`src/rtl/reg2reg_arb_pkg.sv`:
```
// reg2reg_arb_pkg: shared arbiter state encoding, counter width and pipeline beat type
package reg2reg_arb_pkg;
    localparam int CNT_W  = 4;
    localparam int DATA_W = 2;
    typedef enum logic [1:0] {IDLE = 2'd0, G0 = 2'd1, G1 = 2'd2} state_t;
    typedef struct packed {
        logic              vld;
        logic [DATA_W-1:0] data;
        logic              src;
    } beat_t;
endpackage

```
`src/rtl/reg2reg_pipe.sv`:
```
// reg2reg_pipe: 2-stage valid/data/src register chain
// Ports: clk; rst (sync, active-low); acc/data/src = accepted beat in;
// out_vld/out_data/out_src = beat two edges later. Data/src hold through bubbles.
import reg2reg_arb_pkg::*;
module reg2reg_pipe (
    input  logic              clk,
    input  logic              rst,
    input  logic              acc,
    input  logic [DATA_W-1:0] data,
    input  logic              src,
    output logic              out_vld,
    output logic [DATA_W-1:0] out_data,
    output logic              out_src
);
    beat_t s1, s2;
    always_ff @(posedge clk) begin
        if (!rst) begin
            s1 <= '0;
            s2 <= '0;
        end else begin
            s1 <= acc ? '{vld: 1'b1, data: data, src: src} : '{vld: 1'b0, data: s1.data, src: s1.src};
            s2 <= s1.vld ? s1 : '{vld: 1'b0, data: s2.data, src: s2.src};
        end
    end
    assign out_vld  = s2.vld;
    assign out_data = s2.data;
    assign out_src  = s2.src;
endmodule

```
`src/rtl/reg2reg_rr_arb.sv`:
```
// reg2reg_rr_arb: two-requester round-robin arbiter with hold limit feeding a 2-stage pipeline
// Ports: clk; rst (sync, active-low); req0/in0, req1/in1 = requests and data;
// gnt0/gnt1 = registered grants; out_vld/out_data/out_src = pipelined accepted data.
import reg2reg_arb_pkg::*;
module reg2reg_rr_arb #(
    parameter int HOLD_MAX = 4
) (
    input  logic              clk,
    input  logic              rst,
    input  logic              req0,
    input  logic [DATA_W-1:0] in0,
    input  logic              req1,
    input  logic [DATA_W-1:0] in1,
    output logic              gnt0,
    output logic              gnt1,
    output logic              out_vld,
    output logic [DATA_W-1:0] out_data,
    output logic              out_src
);
    state_t           state, nxt;
    logic [CNT_W-1:0] cnt, cnt_inc, cnt_nxt;
    logic             lp, acc0, acc1, hold_done;
    assign acc0      = gnt0 && req0;
    assign acc1      = gnt1 && req1;
    assign cnt_inc   = cnt + 1'b1;
    assign hold_done = cnt_inc == CNT_W'(HOLD_MAX);
    // lp names the last-served side; with both requesting from IDLE the other side wins
    always_comb begin
        nxt = state;
        unique case (state)
            IDLE:    nxt = (req0 && (!req1 || lp)) ? G0 : req1 ? G1 : IDLE;
            G0:      nxt = !req0 ? (req1 ? G1 : IDLE) : (hold_done && req1) ? G1 : G0;
            G1:      nxt = !req1 ? (req0 ? G0 : IDLE) : (hold_done && req0) ? G0 : G1;
            default: nxt = IDLE;
        endcase
        cnt_nxt = (nxt != state) ? '0 : (acc0 || acc1) ? (hold_done ? '0 : cnt_inc) : cnt;
    end
    always_ff @(posedge clk) begin
        if (!rst) begin
            state <= IDLE;
            cnt   <= '0;
            lp    <= 1'b1;
            gnt0  <= 1'b0;
            gnt1  <= 1'b0;
        end else begin
            state <= nxt;
            cnt   <= cnt_nxt;
            lp    <= (nxt != state && nxt != IDLE) ? (nxt == G1) : lp;
            gnt0  <= nxt == G0;
            gnt1  <= nxt == G1;
        end
    end
    reg2reg_pipe u_pipe (
        .clk      (clk),
        .rst      (rst),
        .acc      (acc0 || acc1),
        .data     (acc1 ? in1 : in0),
        .src      (acc1),
        .out_vld  (out_vld),
        .out_data (out_data),
        .out_src  (out_src)
    );
endmodule

```
`config.mk`:
```
export PLATFORM = sky130hd
export DESIGN_NAME = reg2reg_rr_arb
export DESIGN_NICKNAME = d
export VERILOG_FILES = /design/src/rtl/reg2reg_arb_pkg.sv /design/src/rtl/reg2reg_pipe.sv /design/src/rtl/reg2reg_rr_arb.sv
export SDC_FILE = /design/constraint.sdc
export NUM_CORES = 1
export LEC_CHECK = 0
export ABC_AREA = 1
export ABC_CLOCK_PERIOD_IN_PS = 2300
export BUFFER_PORTS_ARGS = -buffer_cell sky130_fd_sc_hd__buf_2
export CAP_MARGIN = 0
export CORE_UTILIZATION = 55
export CTS_CLUSTER_DIAMETER = 60
export DETAILED_ROUTE_END_ITERATION = 8
export PLACE_DENSITY = 0.78
export SKIP_LAST_GASP = 1
export SLEW_MARGIN = 40
export SYNTH_ARGS = -nofsm -noshare
export SYNTH_HDL_FRONTEND = slang
export SYNTH_HIERARCHICAL = 1
export SYNTH_SLANG_ARGS = --single-unit
```
`constraint.sdc`:
```
create_clock -name clk -period 2.3 [get_ports clk]
set_input_delay 0.345 -clock clk [delete_from_list [all_inputs] [get_ports clk]]
set_output_delay 0.345 -clock clk [all_outputs]
set_load 0.01 [all_outputs]
```
# Yosys cells after proc, flatten, opt, wreduce, memory -nomap -nowiden
# Index checks and enable logic that the tools add are counted.
dict set report totals {
  reg_bits 17
}
dict set report op_classes {
  bitwise 1
  muxes 12
  add_sub_neg 1
  reduce_logical 12
  eq_ne 6
}
# op n
set ops {}
lappend ops {{two-way mux 2 bit} 7}
lappend ops {{two-way mux 4 bit} 3}
lappend ops {{logical AND 1 bit} 6}
lappend ops {{one-hot mux 2 bit (3 select lines)} 1}
lappend ops {{adder 4 x 1 -> 4 bit, second input constant} 1}
lappend ops {{== test 2 x 1 -> 1 bit, second input constant} 2}
lappend ops {{== test 2 bit, second input constant} 2}
lappend ops {{== test 4 x 3 -> 1 bit, second input constant} 1}
lappend ops {{zero test 2 bit} 1}
lappend ops {{logical OR 1 bit} 2}
lappend ops {{inequality test 2 bit} 1}
lappend ops {{nonzero test 2 bit} 1}
lappend ops {{OR reduction 2 bit} 1}
lappend ops {{zero test 1 bit} 1}
lappend ops {{two-way mux 1 bit} 1}
lappend ops {{inverter 1 bit} 1}

# Logic depth before layout (Yosys ltp)
# Gate-level depths: netlist (run 1).
dict set report depth {
  ltp_word 8
  mapped_depth 12
  ltp_nobuf 12
}

# Hierarchy
# Netlist (run 1), hierarchy kept.
# module seq_area_each_um2 instances area_per_inst_um2 cells_each
set by_module_without_submodules {}
lappend by_module_without_submodules {reg2reg_rr_arb 180.2 1 560.5 79}
lappend by_module_without_submodules {reg2reg_pipe 160.2 1 302.8 43}

# Worst setup path after synthesis (run 1)
# No wires, ideal clock.
dict set report synth_timing {
  path_type {register to register}
  start {reg cnt[0]}
  end {reg lp}
  path_stages_with_launch 11
  t_arrival_ns 1.272
  t_required_ns 2.179
  synth_period_minus_slack_ns 1.393
  path_slack_ns 0.907
  path_cell_list {dfxtp_1 ha_1 inv_1 nand2_1 nand2_1 nor2_4 nand3_2 nand2_1 nand2_2 a31oi_1 a21oi_1}
}
dict set report synth_via {
  elab_chain_cells 8
}
# item line
set synth_lines {}
lappend synth_lines {{start: declaration} reg2reg_rr_arb.sv:21} ;# logic [CNT_W-1:0] cnt, cnt_inc, cnt_nxt;
lappend synth_lines {{start signal: assignment} reg2reg_rr_arb.sv:47} ;# cnt <= cnt_nxt;
lappend synth_lines {{adder 4 x 1 -> 4 bit *} reg2reg_rr_arb.sv:25} ;# assign cnt_inc = cnt + 1'b1;
lappend synth_lines {{== test 4 x 3 -> 1 bit *} reg2reg_rr_arb.sv:26} ;# assign hold_done = cnt_inc == CNT_W'(HOLD_MAX);
lappend synth_lines {{logical AND 1 bit, on equally long branches} {reg2reg_rr_arb.sv:33, reg2reg_rr_arb.sv:32}}
lappend synth_lines {{two-way mux 2 bit, on equally long branches (2 in series)} {reg2reg_rr_arb.sv:33, reg2reg_rr_arb.sv:32}}
lappend synth_lines {{one-hot mux 2 bit (3 select lines) *} reg2reg_rr_arb.sv:30} ;# unique case (state)
lappend synth_lines {{inequality test 2 bit or nonzero test 2 bit (tied branches)} reg2reg_rr_arb.sv:48} ;# lp <= (nxt != state && nxt != IDLE) ? (nxt == G1) : lp;
lappend synth_lines {{logical AND 1 bit} reg2reg_rr_arb.sv:48}
lappend synth_lines {{end signal: assignment} reg2reg_rr_arb.sv:48}
lappend synth_lines {{end: declaration} reg2reg_rr_arb.sv:22} ;# logic lp, acc0, acc1, hold_done;
# Mark *: on every way between the ends. The rest lies on a longest branch, timed or not.
# A chain may end at the register's enable or synchronous reset.

# Worst setup path after layout (run 1)
dict set report layout_timing {
  start {reg cnt[0]}
  end {reg cnt[2]}
}
dict set report layout_via {
  elab_chain_cells 8
}
# item line
set layout_lines {}
lappend layout_lines {{adder 4 x 1 -> 4 bit *} reg2reg_rr_arb.sv:25}
lappend layout_lines {{== test 4 x 3 -> 1 bit} reg2reg_rr_arb.sv:26}
lappend layout_lines {{logical AND 1 bit, on equally long branches} {reg2reg_rr_arb.sv:33, reg2reg_rr_arb.sv:32}}
lappend layout_lines {{two-way mux 2 bit, on equally long branches (2 in series)} {reg2reg_rr_arb.sv:33, reg2reg_rr_arb.sv:32}}
lappend layout_lines {{one-hot mux 2 bit (3 select lines)} reg2reg_rr_arb.sv:30}
lappend layout_lines {{inequality test 2 bit} reg2reg_rr_arb.sv:36} ;# cnt_nxt = (nxt != state) ? '0 : (acc0 || acc1) ? (hold_done ? '0 : cnt_inc) : cnt;
lappend layout_lines {{OR reduction 2 bit (no line)} n/a}
# Marks and branches as above.

==> qor.txt, run 1 <==
Fillers: 116
Multi-input gate area: 442.9 µm²
Max Clk Rate: 645.0 MHz
Delay-heaviest family, CP: simple AND/OR/NAND/NOR gates
Hold Path Stages: 3
Worst Min Path Start: rst
Root Buffer: clkbuf_4
CP max-delay cell: dfxtp_1
Finished Cell Area: 968.4 µm²
Startpoint Class: register
Pin slew with the least headroom to its limit: 501.5 ps
CTS max path bufs: 2
First-pass GRT wire length: 2697 µm
Clk Latency, worst-skew pair: 280 ps
Slew Limit Fails: 0
Yosys warnings: 6
CP cell instances: ha_1 -> inv_1 -> nand2_1 -> nand2_1 -> nor2_4 -> nand3_2 -> nand3_1 -> a21oi_2 -> nand3_2 -> nor2_1
Unique cell type count in the Yosys netlist: 21
Reported max-cap violation count: 0
CP bufs+invs: 1
Post-layout util: 70.05%
Class of the worst hold path: input port to register
Worst r2r dst: cnt[2]
Seq/Total Area, Yosys: 39.42%
Grt total ovfl: 0
M1 WL: 801 µm
Most frequent cells in the layout: nand2_1 (32), inv_1 (19), dfxtp_1 (17), nor2_1 (16), buf_2 (13)
Core area: 1383 µm²
Initial core utilization: 62.44%
Area grow syn2layout: 12.17%
Relative slew margins: 66.56%
Metal3 WL: 44 µm
Crit end category: register
WL per Instance: 9.967 µm
GPL Wtd Cong: 0.9714
# nets final: 149
Yosys top cell area share: 39.42%
WL final: 1525 µm
Port Buffer Count: 13
Die Span X: 41.62 µm
Period minus WS final: 1550 ps
ANT cells: 0
H-tree Lvls: 1
Die Span Y: 41.62 µm
Initial antenna violation count: 0
Top sig layer: met3
Final setup fails: 0
Layout cells sized above 1: 24.64%
Via count: 770
Final Hold Viols: 0
Mapped Nets: 132
CTS tree: yes
Slowest Stage Delay on Critical Path: 370 ps
# DRC: 0
Vias in the first global route: 670
Hold Path Sink: u_pipe/s1[3]
Largest net degree at the start of global routing: 13
Dpl cells: 149
Post-cts gate resize count: 0
Drt first pass iters: 4
Avg Cell Area, Syn: 7.076 µm²
I/O Pins: 14
Leak Pwr: 0.4619 nW
PD cells: 681.7 nW/µm²
Synthesized area: 863.3 µm²
Top post-synthesis cells by area: dfxtp_1 (39%), nand2_1 (14%), inv_1 (8.3%)
Die ar.: 1732 µm²
Clock Pin Slew Worst Setup and Hold Paths: 100 ps
Initial DRC Count: 31
CTS Hold Buffers Added: 0
Post-Layout Cell Count: 153
Total CTS buffers: 3
R2r setup slk: 750 ps
FF-to-FF Start: cnt[0]
Yosys top cell by area: dfxtp_1
Fin crit share: 67.41%
Setup TNS: 0 ps
Post-synthesis cell count: 122
WP depth: 10
Total GRT Usage: 18.78%
Post-route ant nets: 0
Detailed placement HPWL: 1186 µm
Outcome: finished clean
Largest fanout on the critical path: 6
Routed length on met2: 679 µm
CP Data Arrival Time: 1770 ps
RSZ-0062 raised after global routing: no
Vias per cell: 5.033
Seq cells post-synth: 17
Setup CP Type: register to register
Most common cell after layout, fill and taps aside: nand2_1
Peak VDD IR: 428.4 µV
Std-Cell Rows: 13
Post-CTS Setup Repair Bufs: 0
Clock skew: 1.204 ps
Post-DP Area: 942.2 µm²
Sequential Area: 340.3 µm²
R2R depth: 10
Required @ worst endpoint: 2520 ps
Clk sinks: 17
==> synthesized netlist by cell type <==
cell / instances
nand4_1: 3
buf_2: 1
o2111ai_2: 1
inv_1: 19
a21oi_1: 3
nor3_1: 3
nor2_1: 16
o21ai_2: 1
nand3_2: 3
nor2_2: 4
a31oi_1: 4
nand2_1: 32
nand3_1: 2
nor2_4: 1
ha_1: 2
dfxtp_1: 17
inv_2: 1
nand2_2: 5
o21ai_0: 1
mux2i_1: 1
a21oi_2: 2
==> through the flow <==
| stage | total power, W | hold WS (ps) | setup WS [ps] |
|---|---|---|---|
| 2_1_floorplan | 0.0004674 | 455.0 | 907.2 |
| 3_3_place_gp | 0.0005060 | 463.0 | 789.2 |
| 3_5_place_dp | 0.0005089 | 467.0 | 768.8 |
| 4_1_cts | 0.0006615 | 380.5 | 752.5 |
| 5_1_grt | 0.0007052 | 390.3 | 565.8 |
| 6_report | 0.0006602 | 378.3 | 749.6 |
==> power breakdown <==
part	leakage, nW	internal, W	switching [W]
clock network	0.0150	0.0000672	0.0000903
logic	0.308	0.0000600	0.0000972
registers	0.139	0.000324	0.0000216
total	0.462	0.000451	0.000209
==> registers in the layout (all words and copies together), names as in the netlist <==
| signal | flops |
|---|---|
| cnt | 4 |
| u_pipe/s1 | 4 |
| gnt1 | 1 |
| gnt0 | 1 |
| u_pipe/out_data | 2 |
| u_pipe/out_src | 1 |
| lp | 1 |
| state | 2 |
| u_pipe/out_vld | 1 |
==> cell families after synthesis <==
family,after synthesis,share of synthesized area [%]
and+or+nand+nor,69,37.25
buffers and inverters,21,9.275
DFF,17,39.42
AOI/OAI and AO/OA,12,9.999
adders and majority gates,2,2.898
muxes,1,1.159
==> how the worst max path moves through the flow <==
stage	to	slack, ps	from
finish	cnt[2]	750	cnt[0]
CTS	cnt[2]	750	cnt[0]
global route	lp	570	cnt[0]
detailed placement	lp	770	cnt[0]
global placement	cnt[2]	790	req0
floorplan	lp	910	cnt[0]
==> routing by layer <==
| metal | vias to the layer above | GRT usage [%] |
|---|---|---|
| li1 | 415 | - |
| met1 | 335 | 25.89 |
| met2 | 20 | 33.13 |
| met3 | 0 | 2.609 |
| met4 | 0 | 0 |
| met5 | - | 0 |
==> worst min-delay path, stage by stage <==
cell and delay, ps:
buf_2 170, nand2_1 80, inv_1 30
==> layout make-up <==
cell class | instances | share of cell area [%]
clock buffer | 4 | 2.713
inverter | 20 | 7.752
sequential | 17 | 35.14
multi-input combinational | 84 | 45.74
tap | 15 | 1.938
timing repair buffer | 13 | 6.718
Power figures use the tool's default switching activity.
==> inputs of run 2 (changes only) <==
--- a/config.mk
+++ b/config.mk
@@ -6,13 +6,13 @@
 export NUM_CORES = 1
 export LEC_CHECK = 0
 export ABC_AREA = 1
-export ABC_CLOCK_PERIOD_IN_PS = 2300
+export ABC_CLOCK_PERIOD_IN_PS = 1400
 export BUFFER_PORTS_ARGS = -buffer_cell sky130_fd_sc_hd__buf_2
 export CAP_MARGIN = 0
-export CORE_UTILIZATION = 55
+export CORE_UTILIZATION = 48
 export CTS_CLUSTER_DIAMETER = 60
 export DETAILED_ROUTE_END_ITERATION = 8
-export PLACE_DENSITY = 0.78
+export PLACE_DENSITY = 0.72
 export SKIP_LAST_GASP = 1
 export SLEW_MARGIN = 40
 export SYNTH_ARGS = -nofsm -noshare
==> constraint.sdc (replaced) <==
create_clock -name clk -period 1.4 [get_ports clk]
set_input_delay 0.21 -clock clk [delete_from_list [all_inputs] [get_ports clk]]
set_output_delay 0.21 -clock clk [all_outputs]
set_load 0.01 [all_outputs]
==> run 2 against run 1 <==
  * The run now ends with negative setup slack left
  * Worst hold slack worse by 160 ps
  * Combinational power increased by 91%
  * Clock skew increased by 7.2 ps
  * Critical path type unchanged
  * Largest cell class unchanged
  * Flip-flop and latch count is the same
  * Core utilization up 0.52 points
  * Critical endpoint unchanged
  * First-iteration DRC count down 45%
==> qor.txt, run 2 (synthesis results as in run 1) <==
Std-Cell Rows: 14 (+1)
Class of the worst hold path: input port to register
Required @ worst endpoint: 1630 ps (-890 ps)
Fin crit share: 105.0% (+38 points)
Pin slew with the least headroom to its limit: 242.8 ps (-258.7 ps)
I/O Pins: 14 (unchanged)
Largest net degree at the start of global routing: 13 (unchanged)
Reported max-cap violation count: 0 (unchanged)
Port Buffer Count: 13 (unchanged)
Sequential Area: 349.1 µm² (+2.6%)
Die Span X: 44.41 µm (+6.7%)
Vias per cell: 4.918 (-2.3%)
Die Span Y: 44.41 µm (+6.7%)
Most common cell after layout, fill and taps aside: nand2_1
RSZ-0062 raised after global routing: yes
WL final: 1989 µm (+30%)
Drt first pass iters: 4 (unchanged)
Final Hold Viols: 0 (unchanged)
ANT cells: 0 (unchanged)
Area grow syn2layout: 30.29%
Post-layout util: 70.57% (+0.52 points)
CTS tree: yes
Hold Path Stages: 3 (unchanged)
Clock skew: 8.377 ps (+7.173 ps)
WL per Instance: 11.70 µm (+17%)
Total CTS buffers: 3 (unchanged)
Relative slew margins: 83.81% (+17 points)
H-tree Lvls: 1 (unchanged)
Total GRT Usage: 22.99% (+4.2 points)
Initial antenna violation count: 0 (unchanged)
Peak VDD IR: 851.8 µV (+99%)
Largest regs: cnt x4, u_pipe/s1 x4
Largest fanout on the critical path: 4 (-2)
Detailed placement HPWL: 1370 µm (+16%)
Dpl ws: -130.9 ps (-899.8 ps)
Most frequent cells in the layout: nand2_1 (26), inv_1 (18), nor2_1 (16), dfxtp_1 (14), buf_2 (13)
PnR worst setup slack: -69.80 ps (-819.4 ps)
CTS Hold Buffers Added: 0 (unchanged)
Clock Pin Slew Worst Setup and Hold Paths: 100 ps (about the same)
Via count: 836 (+8.6%)
# nets final: 157 (+5.4%)
Initial DRC Count: 17 (-45%)
Vias in the first global route: 803 (+20%)
Initial core utilization: 54.16% (-8.3 points)
CTS max path bufs: 2 (unchanged)
Clk sinks: 17 (unchanged)
Violated checks: negative setup slack
Period minus WS final: 1470 ps (-80.65 ps)
First-pass GRT wire length: 3256 µm (+21%)
Worst hold margin: 220.9 ps (-157.4 ps)
Die ar.: 1972 µm² (+14%)
Crit end category: register
Grt total ovfl: 0 (unchanged)
PD cells: 1011 nW/µm² (+48%)
# DRC: 0 (unchanged)
Core area: 1594 µm² (+15%)
R2R depth: 12 (+2)
Root Buffer: clkbuf_4
GPL Wtd Cong: 0.7929 (-18%)
Layout cells sized above 1: 40.41% (+16 points)
Final setup fails: 5 (+5)
CP Data Arrival Time: 1700 ps (-70 ps)
Leak Pwr: 0.5069 nW (+9.7%)
Slew Limit Fails: 0 (unchanged)
Fillers: 121 (+4.3%)
Post-route ant nets: 0 (unchanged)
Clk Latency, worst-skew pair: 300 ps (+20 ps)
Outcome: finished, violations left
Max Clk Rate: 680.4 MHz (+5.5%)
Multi-input gate area: 508.0 µm² (+15%)
Setup CP Type: register to register
Startpoint Class: register
run 2: cell count changes in the layout (fill, tap and decap cells not counted), moves of 2 or more:
cell / change
nand2_2: +5
ha_1: -2
dfxtp_1: -3
nand2_1: -6
nand3_2: +2
buf_6: +2
buf_4: +6
nand3_1: -2
ha_4: +2
dfxtp_4: +2
run 2: layout make-up:
class	count	share of cell area [%]
Multi-Input combinational cell	84	45.16
Sequential cell	17	31.03
Timing Repair Buffer	21	11.79
Inverter	20	6.897
Tap cell	24	2.670
Clock buffer	3	2.002
Clock inverter	1	0.4449
run 2: metal layers:
metal | part of all wire [%] | up-vias | track usage [%]
met3 | 4.7 | 7 | 6.531
met4 | 3.2 | 0 | 12.73
li1 | - | 429 | -
met5 | 0 | - | 0
met2 | 51 | 19 | 40.88
met1 | 41 | 381 | 24.12
run 2: power by group:
group | total (W) | internal [W] | switching [W]
Combinational | 0.000300 | 0.000120 | 0.000180
Clock | 0.000272 | 0.000107 | 0.000165
Sequential | 0.000565 | 0.000530 | 0.0000349
Total | 0.00114 | 0.000757 | 0.000380
run 2: final timing paths:
kind                                    from  slack [ps]           end
worst max-delay path                  cnt[0]         -70        cnt[2]
worst min-delay path                     rst         220  u_pipe/s1[3]
worst max register to register        cnt[0]         -70        cnt[2]
worst min register to register  u_pipe/s1[1]         490  u_pipe/s1[1]
run 2: metrics by stage:
| step | TNS [ps] | instance area [µm²] | cells | power (W) |
|---|---|---|---|---|
| 6_report | -220.0 | 1125 | 170 | 0.001137 |
| 4_1_cts | -243.7 | 1046 | 169 | 0.001133 |
| 3_3_place_gp | -511.7 | 991.0 | 163 | 0.0008444 |
| 2_1_floorplan | 0 | 863.3 | 122 | 0.0007678 |
| 5_1_grt | -868.9 | 1125 | 170 | 0.001219 |
| 3_5_place_dp | -739.1 | 991.0 | 163 | 0.0008539 |
run 2: repair_timing:
item | 4_1_cts | 5_1_grt
gates resized for setup | 6 | 18
pin swaps | 9 | 12
setup buffers | 2 | 1
endpoints found under the setup margin | 8 | 8
run 2: worst max-delay path, cell delays in order (launching register included):
cell and delay [ps]:
dfxtp_4 370, ha_4 160, inv_2 50, nand2_2 60, nand2_4 70, nor2_4 50, nand3_2 70, nand2_2 50
nand2_2 90, nand2_2 60, a21oi_2 130, nand3_2 120, nor2_1 120
==> inputs of run 3 (changes only) <==
==> constraint.sdc (replaced) <==
create_clock -name clk -period 1.4 [get_ports clk]
set_input_delay 0.28 -clock clk [delete_from_list [all_inputs] [get_ports clk]]
set_output_delay 0.28 -clock clk [all_outputs]
set_load 0.01 [all_outputs]
==> run 3 against run 2 <==
  * The run still ends with negative setup slack left
  * Non-clock buffer count up 2
  * Critical path depth shrank 3
  * Setup slack worse by 5.5 ps
  * Global-route usage shrank 1.6 points
  * Die area unchanged
==> qor.txt, run 3 (synthesis results as in run 1) <==
Post-route ant nets: 0 (unchanged)
Initial antenna violation count: 0 (unchanged)
Finished Cell Area: 1182 µm² (+5.1%)
Largest regs: cnt x4, u_pipe/s1 x4
Post-Layout Cell Count: 172 (+1.2%)
Most frequent cells in the layout: nand2_1 (27), inv_1 (18), dfxtp_1 (15), nor2_1 (14), buf_2 (13)
Largest fanout on the critical path: 4 (unchanged)
Met3 usage: 3.673% (-2.9 points)
Die Span X: 44.41 µm (unchanged)
Die Span Y: 44.41 µm (unchanged)
Leak Pwr: 0.5193 nW (+2.5%)
Crit path from: cnt[1]
Class of the worst hold path: input port to register
Port Buffer Count: 13 (unchanged)
CTS tree: yes
Post-DP Area: 991.0 µm² (unchanged)
GPL Wtd Cong: 0.8057 (+1.6%)
Setup CP Type: register to register
Met2 global-route usage: 39.12% (-1.8 points)
Final setup fails: 7 (+2)
Setup TNS: -367.6 ps (-147.6 ps)
# nets final: 159 (+1.3%)
Clock Pin Slew Worst Setup and Hold Paths: 100 ps (about the same)
Multi-input gate area: 550.5 µm² (+8.4%)
Dpl cells: 163 (unchanged)
Grt met1 use: 24.43% (+0.31 points)
Relative slew margins: 65.73% (-18 points)
CTS max path bufs: 2 (unchanged)
Fillers: 120 (-0.83%)
Outcome: finished, violations left
H-tree Lvls: 1 (unchanged)
Drt first pass iters: 4 (unchanged)
FF-to-FF Start: cnt[1]
Fin crit share: 105.4% (+0.39 points)
Largest net degree at the start of global routing: 13 (unchanged)
CP Data Arrival Time: 1710 ps (about the same)
Sequential Area: 347.8 µm² (-0.36%)
Initial DRC Count: 29 (+12)
Root Buffer: clkbuf_4
PnR worst setup slack: -75.32 ps (-5.521 ps)
PD cells: 989.3 nW/µm² (-2.1%)
ANT cells: 0 (unchanged)
Reported max-cap violation count: 0 (unchanged)
Detailed placement HPWL: 1340 µm (-2.2%)
Total GRT Usage: 21.40% (-1.6 points)
WL final: 2084 µm (+4.8%)
Violated checks: negative setup slack
Post-layout util: 74.18% (+3.6 points)
I/O Pins: 14 (unchanged)
Vias per cell: 5.110 (+3.9%)
CTS Hold Buffers Added: 0 (unchanged)
Grt total ovfl: 0 (unchanged)
Die ar.: 1972 µm² (unchanged)
Via count: 879 (+5.1%)
# DRC: 0 (unchanged)
RSZ-0062 raised after global routing: yes
Vias in the first global route: 795 (-1.0%)
Period minus WS final: 1475 ps (+5.521 ps)
Slew Limit Fails: 0 (unchanged)
Max Clk Rate: 677.8 MHz (-0.37%)
Most common cell after layout, fill and taps aside: nand2_1
Total CTS buffers: 3 (unchanged)
Clk Latency, worst-skew pair: 300 ps (about the same)
Worst Min Path Start: rst
Pin slew with the least headroom to its limit: 513.9 ps (+271.1 ps)
Std-Cell Rows: 14 (unchanged)
Layout cells sized above 1: 40.54% (+0.13 points)
Tot Pwr: 0.001170 W (+2.9%)
Final Hold Viols: 0 (unchanged)
Clk sinks: 17 (unchanged)
Startpoint Class: register
WL per Instance: 12.12 µm (+3.6%)
Required @ worst endpoint: 1640 ps (about the same)
Global routing's busiest layer: met2
Area grow syn2layout: 36.96%
Initial core utilization: 54.16% (unchanged)
First-pass GRT wire length: 3118 µm (-4.2%)
Core area: 1594 µm² (unchanged)
Clock skew: 8.102 ps (-0.2746 ps)
Crit end category: register
Peak VDD IR: 631.0 µV (-26%)
run 3: per-stage QoR:
step                hold slack, ps  worst slack (ps)
floorplan                    438.9             7.238
global placement             464.6            -75.97
detailed placement           475.2            -139.1
CTS                          301.5            -45.93
global route                 320.8            -192.6
finish                       305.4            -75.32
run 3: layer usage:
metal,up-vias,wire [µm]
li1,437,-
met1,408,906
met2,27,1049
met3,7,92
met4,0,36
met5,-,0
run 3: path summary, 6_finish.rpt:
kind                    end  slack [ps]  cells past startpoint
min          u_pipe/out_vld         310                      3
min reg2reg    u_pipe/s1[1]         490                      2
max reg2reg          cnt[2]         -80                      9
max                  cnt[2]         -80                      9
run 3: worst max-delay path, stage by stage (launching register included):
cell     delay, ps
dfxtp_4        370
buf_6          130
ha_4           150
inv_2           60
nor2_4          50
nand3_2         70
nand4_1        170
a21oi_4        210
nand3_4        100
nor2_1         100
run 3: final cells by class:
cell class	instances	area share [%]
Clock buffer	3	1.905
Clock inverter	1	0.4233
Inverter	20	6.349
Multi-Input combinational cell	84	46.56
Sequential cell	17	29.42
Tap cell	24	2.540
Timing Repair Buffer	23	12.80
run 3: repair_timing:
item	in CTS	in global routing
gates resized for setup	12	17
setup endpoints to repair	8	7
setup buffers	5	1
pin swaps	13	11
run 3: power by group:
part / switching [W] / internal, W / leakage [nW]
Combinational: 0.000197 / 0.000136 / 0.361
Clock: 0.000162 / 0.000107 / 0.0177
Sequential: 0.0000379 / 0.000530 / 0.141
Total: 0.000397 / 0.000773 / 0.519
